### config.mk
export PLATFORM = sky130hd
export DESIGN_NAME = grad_bram_sequencer
export DESIGN_NICKNAME = d
export VERILOG_FILES = /design/src/rtl/grad_bram_sequencer.sv
export SDC_FILE = /design/constraint.sdc
export NUM_CORES = 1
export LEC_CHECK = 0
export BUFFER_PORTS_ARGS = -buffer_cell sky130_fd_sc_hd__buf_2
export CORE_MARGIN = 5
export CORE_UTILIZATION = 49
export CTS_BUF_LIST = sky130_fd_sc_hd__clkbuf_4 sky130_fd_sc_hd__clkbuf_8
export CTS_CLUSTER_SIZE = 14
export DETAILED_ROUTE_END_ITERATION = 10
export GPL_TIMING_DRIVEN = 1
export PLACE_DENSITY_LB_ADDON = 0.1
export SYNTH_ARGS = -nofsm -noshare
export SYNTH_HDL_FRONTEND = slang
export SYNTH_SLANG_ARGS = --single-unit
### constraint.sdc
create_clock -name clk -period 3.8 [get_ports clk]
set_clock_uncertainty 0.15 [all_clocks]
set_input_delay 0.57 -clock clk [delete_from_list [all_inputs] [get_ports clk]]
set_output_delay 0.57 -clock clk [all_outputs]
set_load 0.02 [all_outputs]
### src/rtl/grad_bram_sequencer.sv
// Gradient BRAM sequencer: fetches X/Y/Z/Z2 words per sample and issues them
// to the DAC interface once per programmable update interval.
module grad_bram_sequencer #(
    parameter int ADDR_W       = 13,
    parameter int INT_W        = 16,
    parameter int MIN_INTERVAL = 8
) (
    input  logic              clk,
    input  logic              rst_n,
    input  logic              start_i,
    input  logic              stop_i,
    input  logic [ADDR_W-3:0] last_sample_i,
    input  logic [INT_W-1:0]  interval_i,
    output logic [ADDR_W-1:0] bram_addr_o,
    output logic              bram_en_o,
    input  logic [31:0]       bram_data_i,
    output logic [23:0]       datax_o,
    output logic [23:0]       datay_o,
    output logic [23:0]       dataz_o,
    output logic [23:0]       dataz2_o,
    output logic              valid_o,
    input  logic              dac_busy_i,
    output logic              running_o,
    output logic              underrun_o,
    output logic              done_o,
    output logic [1:0]        fsm_state
);

    localparam logic [1:0] IDLE  = 2'd0;
    localparam logic [1:0] FETCH = 2'd1;
    localparam logic [1:0] HOLD  = 2'd2;
    localparam logic [1:0] ISSUE = 2'd3;

    logic [1:0]        state;
    logic [2:0]        phase;
    logic [ADDR_W-3:0] k;
    logic [INT_W-1:0]  count;
    logic [INT_W-1:0]  reload;
    logic [23:0]       shadow_x, shadow_y, shadow_z, shadow_z2;
    logic              unused_hi;

    assign unused_hi = ^bram_data_i[31:24];
    assign fsm_state = state;

    // Counter value present in the issue cycle; it reaches 0 in the cycle the
    // next issue decision is taken, giving exactly one interval between pulses.
    assign reload = ((interval_i < INT_W'(MIN_INTERVAL)) ? INT_W'(MIN_INTERVAL) : interval_i)
                    - INT_W'(1);

    // Address phases 0..3; phase 4 only captures the Z2 word.
    assign bram_en_o   = (state == FETCH) && (phase < 3'd4);
    assign bram_addr_o = bram_en_o ? {k, phase[1:0]} : '0;

    always_ff @(posedge clk) begin
        if (!rst_n) begin
            state      <= IDLE;
            phase      <= '0;
            k          <= '0;
            count      <= '0;
            shadow_x   <= '0;
            shadow_y   <= '0;
            shadow_z   <= '0;
            shadow_z2  <= '0;
            datax_o    <= '0;
            datay_o    <= '0;
            dataz_o    <= '0;
            dataz2_o   <= '0;
            valid_o    <= 1'b0;
            running_o  <= 1'b0;
            underrun_o <= 1'b0;
            done_o     <= 1'b0;
        end else begin
            valid_o <= 1'b0;
            done_o  <= 1'b0;
            if (count != '0) count <= count - INT_W'(1);

            if (state != IDLE && stop_i) begin
                state     <= IDLE;
                running_o <= 1'b0;
            end else begin
                case (state)
                    IDLE: begin
                        if (start_i && !stop_i) begin
                            state      <= FETCH;
                            phase      <= '0;
                            k          <= '0;
                            count      <= '0;
                            running_o  <= 1'b1;
                            underrun_o <= 1'b0;
                        end
                    end
                    FETCH: begin
                        case (phase)
                            3'd1:    shadow_x  <= bram_data_i[23:0];
                            3'd2:    shadow_y  <= bram_data_i[23:0];
                            3'd3:    shadow_z  <= bram_data_i[23:0];
                            3'd4:    shadow_z2 <= bram_data_i[23:0];
                            default: ;
                        endcase
                        if (phase == 3'd4) state <= HOLD;
                        else               phase <= phase + 3'd1;
                    end
                    HOLD: begin
                        if (count == '0) begin
                            if (dac_busy_i) begin
                                underrun_o <= 1'b1;
                            end else begin
                                state    <= ISSUE;
                                valid_o  <= 1'b1;
                                datax_o  <= shadow_x;
                                datay_o  <= shadow_y;
                                dataz_o  <= shadow_z;
                                dataz2_o <= shadow_z2;
                                count    <= reload;
                            end
                        end
                    end
                    ISSUE: begin
                        if (k == last_sample_i) begin
                            state     <= IDLE;
                            running_o <= 1'b0;
                            done_o    <= 1'b1;
                        end else begin
                            k     <= k + 1'b1;
                            phase <= '0;
                            state <= FETCH;
                        end
                    end
                    default: state <= IDLE;
                endcase
            end
        end
    end

endmodule

# Yosys cells after proc, flatten, opt, wreduce, memory -nomap -nowiden
# Cells that the tools add are included.
[word_totals]
register_bits = 228
word_cells = 98
inputBits = 64
mem_count = 0
output_inout_bits = 116
mem_bits_ro = 0
ramBits = 0
latchBits = 0
[op_classes]
n_reduce_logical = 24
mul = 0
addsub = 4
div = 0
n_mux = 30
eq_ne = 16
n_lt_le_gt_ge = 2
n_bitwise = 6
shifts = 0
[op_table]
columns = ["op", "n"]
rows = [
  ["16-bit 2-to-1 mux", 6],
  ["16-bit case mux with 2 select lines", 1],
  ["16-bit by 1-bit subtractor with 16-bit output, second input constant", 2],
  ["11-bit 2-to-1 mux", 2],
  ["11-bit case mux with 2 select lines", 1],
  ["16-bit zero test", 1],
  ["16-bit by 4-bit < comparator with 1-bit output, second input constant", 1],
  ["16-bit nonzero test", 1],
  ["3-bit AND reduction", 5],
  ["2-bit != test, second input constant", 7],
  ["13-bit 2-to-1 mux", 1],
  ["4-bit AND reduction", 3],
  ["11-bit by 1-bit adder with 11-bit output, second input constant", 1],
  ["11-bit == test", 1],
  ["5-bit AND reduction", 2],
  ["3-bit 2-to-1 mux", 3],
  ["3-bit case mux with 3 select lines", 1],
  ["1-bit 2-to-1 mux", 8],
  ["2-bit 2-to-1 mux", 4],
  ["2-bit case mux with 4 select lines", 1],
  ["3-bit by 2-bit == test with 1-bit output, second input constant", 2],
  ["1-bit NOT", 6],
  ["2-bit nonzero test", 3],
  ["2-bit == test, second input constant", 2],
  ["other kinds (14)", 17],
]

# Logic depth before layout (Yosys ltp)
# Gate-level depths: netlist of the first run.
[depth]
word_depth = 7
mapped_depth = 12
ltp_nobuf = 9

# Worst setup path before layout of the first run
# OpenSTA, ideal clock, no wires.
[synth_path]
kind = "input-to-reg"
from = "input port interval_i[12]"
to = "register count[14]"
stages = 9
setup_ns = 0.123
arrival_time_ns = 2.913
setup_slack_ns = 0.613
cell_sequence = "or3_1 or3_1 or2_2 nand2_1 ha_1 nor3b_1 nor3b_1 mux2i_1 o22ai_1"
[synth_between]
elab_chain_len = 7
[synth_rtl]
columns = ["element", "line", "rtl"]
rows = [
  ["start, declared", "13", "input logic [INT_W-1:0] interval_i,"],
  ["16-bit by 4-bit < comparator with 1-bit output", "47", "assign reload = ((interval_i < INT_W'(MIN_INTERVAL)) ? INT_W'(MIN_INTERVAL) : interval_i)"],
  ["16-bit 2-to-1 mux *", "47", ""],
  ["16-bit by 1-bit subtractor with 16-bit output *", "48", "- INT_W'(1);"],
  ["16-bit 2-to-1 mux *", "105", "if (dac_busy_i) begin"],
  ["16-bit 2-to-1 mux *", "104", "if (count == '0) begin"],
  ["16-bit case mux with 2 select lines *", "81", "case (state)"],
  ["16-bit 2-to-1 mux *", "77", "if (state != IDLE && stop_i) begin"],
  ["end signal, assigned", "75", "if (count != '0) count <= count - INT_W'(1);"],
  ["end signal, assigned", "114", "count <= reload;"],
  ["end, declared", "37", "logic [INT_W-1:0] count;"],
]
# Every way passes the cells marked *; elsewhere a longest branch is shown, timed or not.
# A chain may end at the register's enable or synchronous reset.

# Worst setup path after layout of the first run
[layout_path]
from = "register state[0], in the netlist fsm_state[0]"
to = "register datay_o[14]"
[layout_between]
elab_chain_len = 4
elab_cells_between_ends = 5
classes_between = "eq/ne (1); bitwise (1); reduce/logical (3)"
[layout_rtl]
columns = ["element", "line", "rtl"]
rows = [
  ["start, declared", "34", "logic [1:0] state;"],
  ["start signal, assigned", "56", "state <= IDLE;"],
  ["start signal, assigned", "78", "state <= IDLE;"],
  ["start signal, assigned", "84", "state <= FETCH;"],
  ["2-bit nonzero test", "77", ""],
  ["1-bit logical AND", "77", ""],
  ["1-bit NOT (no source line)", "--", ""],
  ["4-bit AND reduction (no source line) *", "--", ""],
  ["end signal, assigned", "111", "datay_o <= shadow_y;"],
  ["end, declared", "18", "output logic [23:0] datay_o,"],
]
# Marked as above.

==> results of run 1 <==
## state kept, by name (all words and copies together), names as in the netlist
register / flops
count: 16
k: 11
dataz2_o: 24
shadow_z: 24
shadow_y: 24
underrun_o: 1
datay_o: 24
running_o: 1
datax_o: 24
shadow_x: 24
shadow_z2: 24
fsm_state: 2
phase: 3
valid_o: 1
dataz_o: 24
done_o: 1
## synthesized netlist by cell type, types with 2 or more instances
| cell type | number | share of area [%] |
|---|---|---|
| a21oi_1 | 13 | 0.67 |
| o211ai_1 | 4 | 0.31 |
| a21boi_1 | 40 | 3.1 |
| a31oi_1 | 5 | 0.32 |
| xor2_1 | 18 | 1.6 |
| nand3b_1 | 4 | 0.31 |
| and3_1 | 7 | 0.45 |
| o31a_1 | 3 | 0.27 |
| clkbuf_1 | 58 | 2.3 |
| mux2i_1 | 8 | 0.83 |
| nor4b_1 | 2 | 0.18 |
| inv_1 | 11 | 0.43 |
| a21o_1 | 4 | 0.31 |
| nor4_1 | 8 | 0.52 |
| dfxtp_1 | 228 | 47 |
| ha_1 | 13 | 1.7 |
| or2_2 | 3 | 0.19 |
| nor2_1 | 13 | 0.50 |
| o31ai_1 | 5 | 0.39 |
| nor3b_1 | 2 | 0.16 |
| buf_6 | 5 | 0.58 |
| and2_1 | 16 | 1.0 |
| a211oi_1 | 6 | 0.47 |
| o311ai_0 | 2 | 0.18 |
| and4_1 | 4 | 0.36 |
| xnor2_1 | 11 | 1.0 |
| a21boi_0 | 154 | 12 |
| or3_1 | 9 | 0.58 |
| nand2b_1 | 6 | 0.39 |
| nand2_1 | 403 | 16 |
| or4_1 | 8 | 0.62 |
| nor3_1 | 10 | 0.52 |
| o21ai_0 | 8 | 0.41 |
| o22ai_1 | 12 | 0.78 |
| nand3_1 | 17 | 0.88 |
| buf_2 | 13 | 0.67 |
| nor2b_1 | 3 | 0.19 |
| nand4_1 | 5 | 0.32 |
## stage by stage
stage | hold WS, ps | area, um2 | total power [mW]
3_3_place_gp | 287 | 10700 | 3.46
6_report | 195 | 11500 | 5.60
4_1_cts | 162 | 11500 | 5.66
2_1_floorplan | 281 | 9670 | 3.22
3_5_place_dp | 293 | 10700 | 3.46
5_1_grt | 174 | 11500 | 5.88
## worst max-delay path by stage
stage                               endpoint  slack (ps)  cells after the start
detailed placement      count[14]$_SDFF_PN0_         500                     10
global route        datay_o[14]$_SDFFE_PN0P_         530                      8
CTS                 datay_o[14]$_SDFFE_PN0P_         810                      8
floorplan               count[14]$_SDFF_PN0_         610                      9
global placement        count[14]$_SDFF_PN0_         550                     10
finish              datay_o[14]$_SDFFE_PN0P_         830                      8
## critical path: cells and delay by family (launching register included)
kind / cells / cell delay [ps]
compound gates: 1 / 150
flops: 1 / 350
buf+inv: 2 / 510
simple gates: 4 / 1300
fa+ha+maj: 1 / 420
## report_power, final
group	leakage [nW]	internal, mW	switching (mW)
logic	2.17	0.366	0.535
clock network	0.420	1.25	0.938
registers	1.84	2.46	0.0560
total	4.43	4.07	1.53
## logic make-up after synthesis
| group | after synthesis | share of synthesized area [%] |
|---|---|---|
| buf+inv | 88 | 4.01 |
| xor+xnor | 29 | 2.63 |
| mux | 8 | 0.828 |
| flops | 228 | 47.2 |
| simple gates | 526 | 23.6 |
| fa+ha+maj | 13 | 1.68 |
| compound gates | 265 | 20.0 |
## per-layer routing
layer	GRT usage, %	vias up
met1	26.6	3804
met4	7.18	2
li1	-	4176
met5	0	-
met2	36.0	214
met3	4.43	46
## area by class of cell
class,instances,area (um2)
fillers,1899,8010
well taps,265,332
multi-input cells,841,4740
clock inverters,6,32.5
clock buffers,60,751
flip-flops and latches,228,4560
inverters,11,41.3
diodes,1,2.50
repair buffers,184,993
==> summary.txt, run 1 <==
STA
  – Minimum clock period: 2970 ps
  – Fin crit share: 78.2%
  – Setup violations, final: 0
  – Final Max Tran Viols: 0
  – Final hold vios: 0
  – RSZ-0062 raised after global routing: no
  – Slew headroom: 26.0%
  – Fmax: 337 MHz
  – Final setup margin: 829 ps
  – Post-Route Setup TNS: 0 ps
  – Worst slew pin tran: 1110 ps

Worst hold path
  – Hold crit path type: input pin to flop
  – Min-delay src: bram_data_i[23]
  – Cell count of the worst hold path: 3
  – Hold Path End: shadow_z[23]$_SDFFE_PN0P_

Route
  – DR WL met2: 11.6 mm
  – Met3 WL: 1.55 mm
  – Initial DRT Pass Iterations: 5
  – DRT antenna net count: 0
  – Top sig layer: met5
  – DR iter-0 viols: 334
  – Final wirelength: 24.3 mm
  – Vias per cell: 5.16
  – Met1 WL: 10.6 mm
  – Via count: 8,242
  – Drt wl/cell: 15.2 um
  – DRC: 0

Synthesis
  – Register area share after synthesis: 47.2%
  – Seq cells post-synth: 228
  – Post-synth EDFFs: 0
  – Syn Nets: 1,234
  – Mapped Cells: 1,157
  – Async S/R FF share, synth: 0%
  – Syn Area/Cell: 8.36 um2
  – Post-synth top flop: dfxtp_1
  – Ys Warns: 0
  – Mapped cell area: 9670 um2
  – Netlist cell types: 54

Critical path
  – Reg-to-reg slack, setup: 830 ps
  – Worst path cell trace: inv_1 > ha_1 > nand2b_1 > and3_1 > and3_4 > buf_4 > nand2_1 > a21boi_0
  – CP Class: flop to flop
  – CP max stage cell: and3_4
  – Crit-path max FO: 30
  – Crit path from: fsm_state[0]$_SDFFE_PP0P_
  – Critical Path AT: 3250 ps
  – Worst reg-to-reg path cell count: 8
  – Startpoint Class: flop
  – Worst R2R End: datay_o[14]$_SDFFE_PN0P_
  – Crit path required time: 4080 ps
  – Critical register-to-register path startpoint: fsm_state[0]$_SDFFE_PP0P_
  – CP endpoint kind: flop
  – Crit path largest cell delay: 470 ps

CTS
  – Clock Path Buffers: 3
  – CTS clk-pin slew, worst paths: 60 ps
  – CTS tree: done
  – H-tree depth: 2
  – Setup bufs post-CTS: 0
  – Post_cts resized: 0
  – Hold Buf Count CTS: 0
  – Clk sinks: 228
  – CTS Buf Count: 38
  – Worst skew pair latency: 510 ps
  – CTS root buf: clkbuf_8

Placed design
  – DP Wirelength: 16.2 mm
  – RD Place Congestion: 0.840
  – Placed Instances: 1,529
  – PortBufs: 171
  – Place WS: 504 ps

Cells and area
  – Share of layout cells above drive strength 1: 19.5%
  – Commonest non-fill, non-tap cells in the layout: nand2_1 (403), dfxtp_1 (228), buf_2 (170)
  – Final core occ: 58.8%
  – Area Growth Syn to Fin: 18.4%
  – Finished Layout Cells: 1,596
  – Final #Nets: 1,381
  – Commonest non-fill, non-tap cell in the layout: nand2_1

Global routing
  – GRT Total Usage: 21.1%
  – Grt ovf: 0
  – Largest net degree at the start of global routing: 118
  – Initial antenna violation count: 1
  – First-pass GRT wire length: 39.2 mm
  – Vias in the first global route: 7,852

Die
  – Die area: 22,600 um2
  – Die X: 150 um
  – Starting Density: 49.7%
  – Core area: 19,500 um2
  – I/O pin total: 180
  – Rows: 51
  – Die Height: 150 um

Pwr
  – Pwr per Cell Area: 489 nW/um2
  – VDD IR-drop max: 332 uV
  – Leakage: 4.43 nW

Run
  – Max Cap Violations: 0

Outcome
  – Status: completed
No activity file was read; power rests on OpenSTA's default activity.
==> run 2, diff against run 1 <==
- clock period: 3.8 -> 2.45 ns (I/O delays scaled with it)
==> run 2 against run 1 <==
  * Via count up 2.8%
  * Wire length up 2.6%
  * Final cell count up 4.4%
  * Worst hold slack worse by 160 ps
  * Design area up 7.2%
  * Core utilization up 4.2 points
  * Count of clock-buffer cells in the layout up 2
  * Largest power group unchanged
==> summary.txt, run 2 (synthesis gave the netlist of run 1 again) <==
Placed design
  – Placed cell areas: 11,100 um2 (was 10,700 um2)
  – DP Wirelength: 16.8 mm (was 16.2 mm)
  – PortBufs: 171 (unchanged)
  – RD Place Congestion: 0.812 (was 0.840)

Pwr
  – Psw: 2.46 mW (was 1.53 mW)
  – Internal: 6.75 mW (was 4.07 mW)
  – Sw Ratio: 26.7% (was 27.3%)
  – Clock power frac: 39.6% (was 39.1%)
  – Logic gate share of total power: 18.1% (was 16.1%)
  – Sequential share of power: 42.3% (was 44.8%)
  – VDD IR-drop max: 472 uV (was 332 uV)
  – Leakage: 4.83 nW (was 4.43 nW)
  – Pwr per Cell Area: 750 nW/um2 (was 489 nW/um2)

Cells and area
  – Final core occ: 63.1% (was 58.8%)
  – Inserted Diodes: 0 (was 1)
  – Commonest non-fill, non-tap cell in the layout: nand2_1 (unchanged)
  – Share of layout cells above drive strength 1: 23.3% (was 19.5%)
  – Final #Nets: 1,451 (was 1,381)
  – Area Growth Syn to Fin: 26.9% (was 18.4%)
  – Commonest non-fill, non-tap cells in the layout: nand2_1 (402), dfxtp_1 (226), buf_2 (169) (was nand2_1 (403), dfxtp_1 (228), buf_2 (170))
  – Fin area: 12,300 um2 (was 11,500 um2)

Die
  – Core area: 19,500 um2 (unchanged)
  – Die X: 150 um (unchanged)
  – Die area: 22,600 um2 (unchanged)
  – Rows: 51 (unchanged)
  – I/O pin total: 180 (unchanged)
  – Starting Density: 49.7% (unchanged)
  – Die Height: 150 um (unchanged)

STA
  – Setup violations, final: 0 (unchanged)
  – Final hold vios: 0 (unchanged)
  – Slew headroom: 65.9% (was 26.0%)
  – Fin crit share: 95.6% (was 78.2%)
  – RSZ-0062 raised after global routing: yes (was no)
  – Worst slew pin tran: 512 ps (was 1110 ps)
  – Minimum clock period: 2340 ps (was 2970 ps)
  – Final Max Tran Viols: 0 (unchanged)
  – Fmax: 427 MHz (was 337 MHz)

Critical path
  – Critical Path AT: 2650 ps (was 3250 ps)
  – Crit path required time: 2750 ps (was 4080 ps)
  – Startpoint Class: flop (unchanged)
  – Crit-path max FO: 11 (was 30)
  – CP endpoint kind: flop (unchanged)
  – CP Class: flop to flop (unchanged)

Global routing
  – Grt ovf: 0 (unchanged)
  – Initial antenna violation count: 0 (was 1)
  – Vias in the first global route: 8,168 (was 7,852)
  – Largest net degree at the start of global routing: 107 (was 118)
  – First-pass GRT wire length: 40.4 mm (was 39.2 mm)
  – GRT Total Usage: 21.9% (was 21.1%)

CTS
  – CTS Buf Count: 39 (was 38)
  – Clk sinks: 228 (unchanged)
  – Clock Path Buffers: 3 (unchanged)
  – H-tree depth: 2 (unchanged)
  – Worst skew pair latency: 520 ps (was 510 ps)
  – CTS clk-pin slew, worst paths: 60 ps (about the same)
  – CTS root buf: clkbuf_8 (unchanged)
  – CTS tree: done (unchanged)

Worst hold path
  – Hold crit path type: input pin to flop (unchanged)

Route
  – DR iter-0 viols: 389 (was 334)
  – Initial DRT Pass Iterations: 5 (unchanged)
  – Via count: 8,471 (was 8,242)
  – Drt wl/cell: 14.9 um (was 15.2 um)
  – DRC: 0 (unchanged)
  – Vias per cell: 5.08 (was 5.16)
  – DRT antenna net count: 0 (unchanged)
  – Final wirelength: 24.9 mm (was 24.3 mm)

Outcome
  – Status: completed (unchanged)

Run
  – Max Cap Violations: 0 (unchanged)
run 2: cell count changes in the layout (fill, tap and decap cells not counted), sizes merged:
cell,before,now
bufinv,0,2
buf,184,232
diode,1,0
clkinv,5,3
clkbuf,60,63
dlygate4sd3,0,20
inv,11,12
run 2: cell type report:
cell class                 instances  area, um2
clock buffer                      62        753
timing repair buffer             253       1670
multi-input combinational        841       4820
tap                              265        332
clock inverter                     7       91.3
fill                            1779       7190
sequential                       228       4570
inverter                          11       41.3
run 2: path summary, 6_finish.rpt:
| check | from | cells after the start | to | slack, ps |
|---|---|---|---|---|
| max | count[6]$_SDFF_PN0_ | 7 | datax_o[5]$_SDFFE_PN0P_ | 110 |
| min | bram_data_i[15] | 3 | shadow_z[15]$_SDFFE_PN0P_ | 30 |
| max reg2reg | count[6]$_SDFF_PN0_ | 7 | datax_o[5]$_SDFFE_PN0P_ | 110 |
| min reg2reg | dataz_o[6]$_SDFFE_PN0P_ | 2 | dataz_o[6]$_SDFFE_PN0P_ | 300 |
run 2: power groups by stage:
stage               clock (mW)  combinational [mW]  sequential [mW]
floorplan                    0                1.02             3.98
global placement             0                1.57             3.96
detailed placement           0                1.58             3.96
CTS                       3.74                1.63             3.89
global route              3.91                1.85             3.90
finish                    3.65                1.67             3.89
run 2: through the flow:
step | TNS, ps | worst slack (ps) | power, mW | instances | hold WS, ps
4_1_cts | 0 | 8.78 | 9.26 | 1656 | 0.936
2_1_floorplan | -239 | -156 | 5.00 | 1157 | 281
6_report | 0 | 107 | 9.21 | 1667 | 32.6
5_1_grt | -80.6 | -22.1 | 9.66 | 1667 | 6.40
3_3_place_gp | -1110 | -199 | 5.53 | 1567 | 288
3_5_place_dp | -1360 | -251 | 5.54 | 1567 | 293
run 2: timing repair:
action                                  4_1_cts  5_1_grt
buffers inserted                              0       10
hold endpoints to repair                     62        0
pin swaps                                     0        2
resized for setup                             6       11
endpoints found under the setup margin       14      149
hold buffers                                 20        0
cloned                                        0        1
run 2: per-layer routing:
metal  share of wire [%]  track usage (%)  up-vias
met2                  48             37.1      212
met3                 5.7             4.27       46
met1                  44             27.7     3887
met5                   0                0        -
li1                    -                -     4326
met4                 2.9             7.96        0
run 2: critical path, cell delays in order (launching register included):
cell and delay [ps]:
dfxtp_1 340, or4_4 580, nor4b_4 360, and3_4 330
buf_4 150, clkbuf_16 150, nand2_1 80, a21boi_0 140
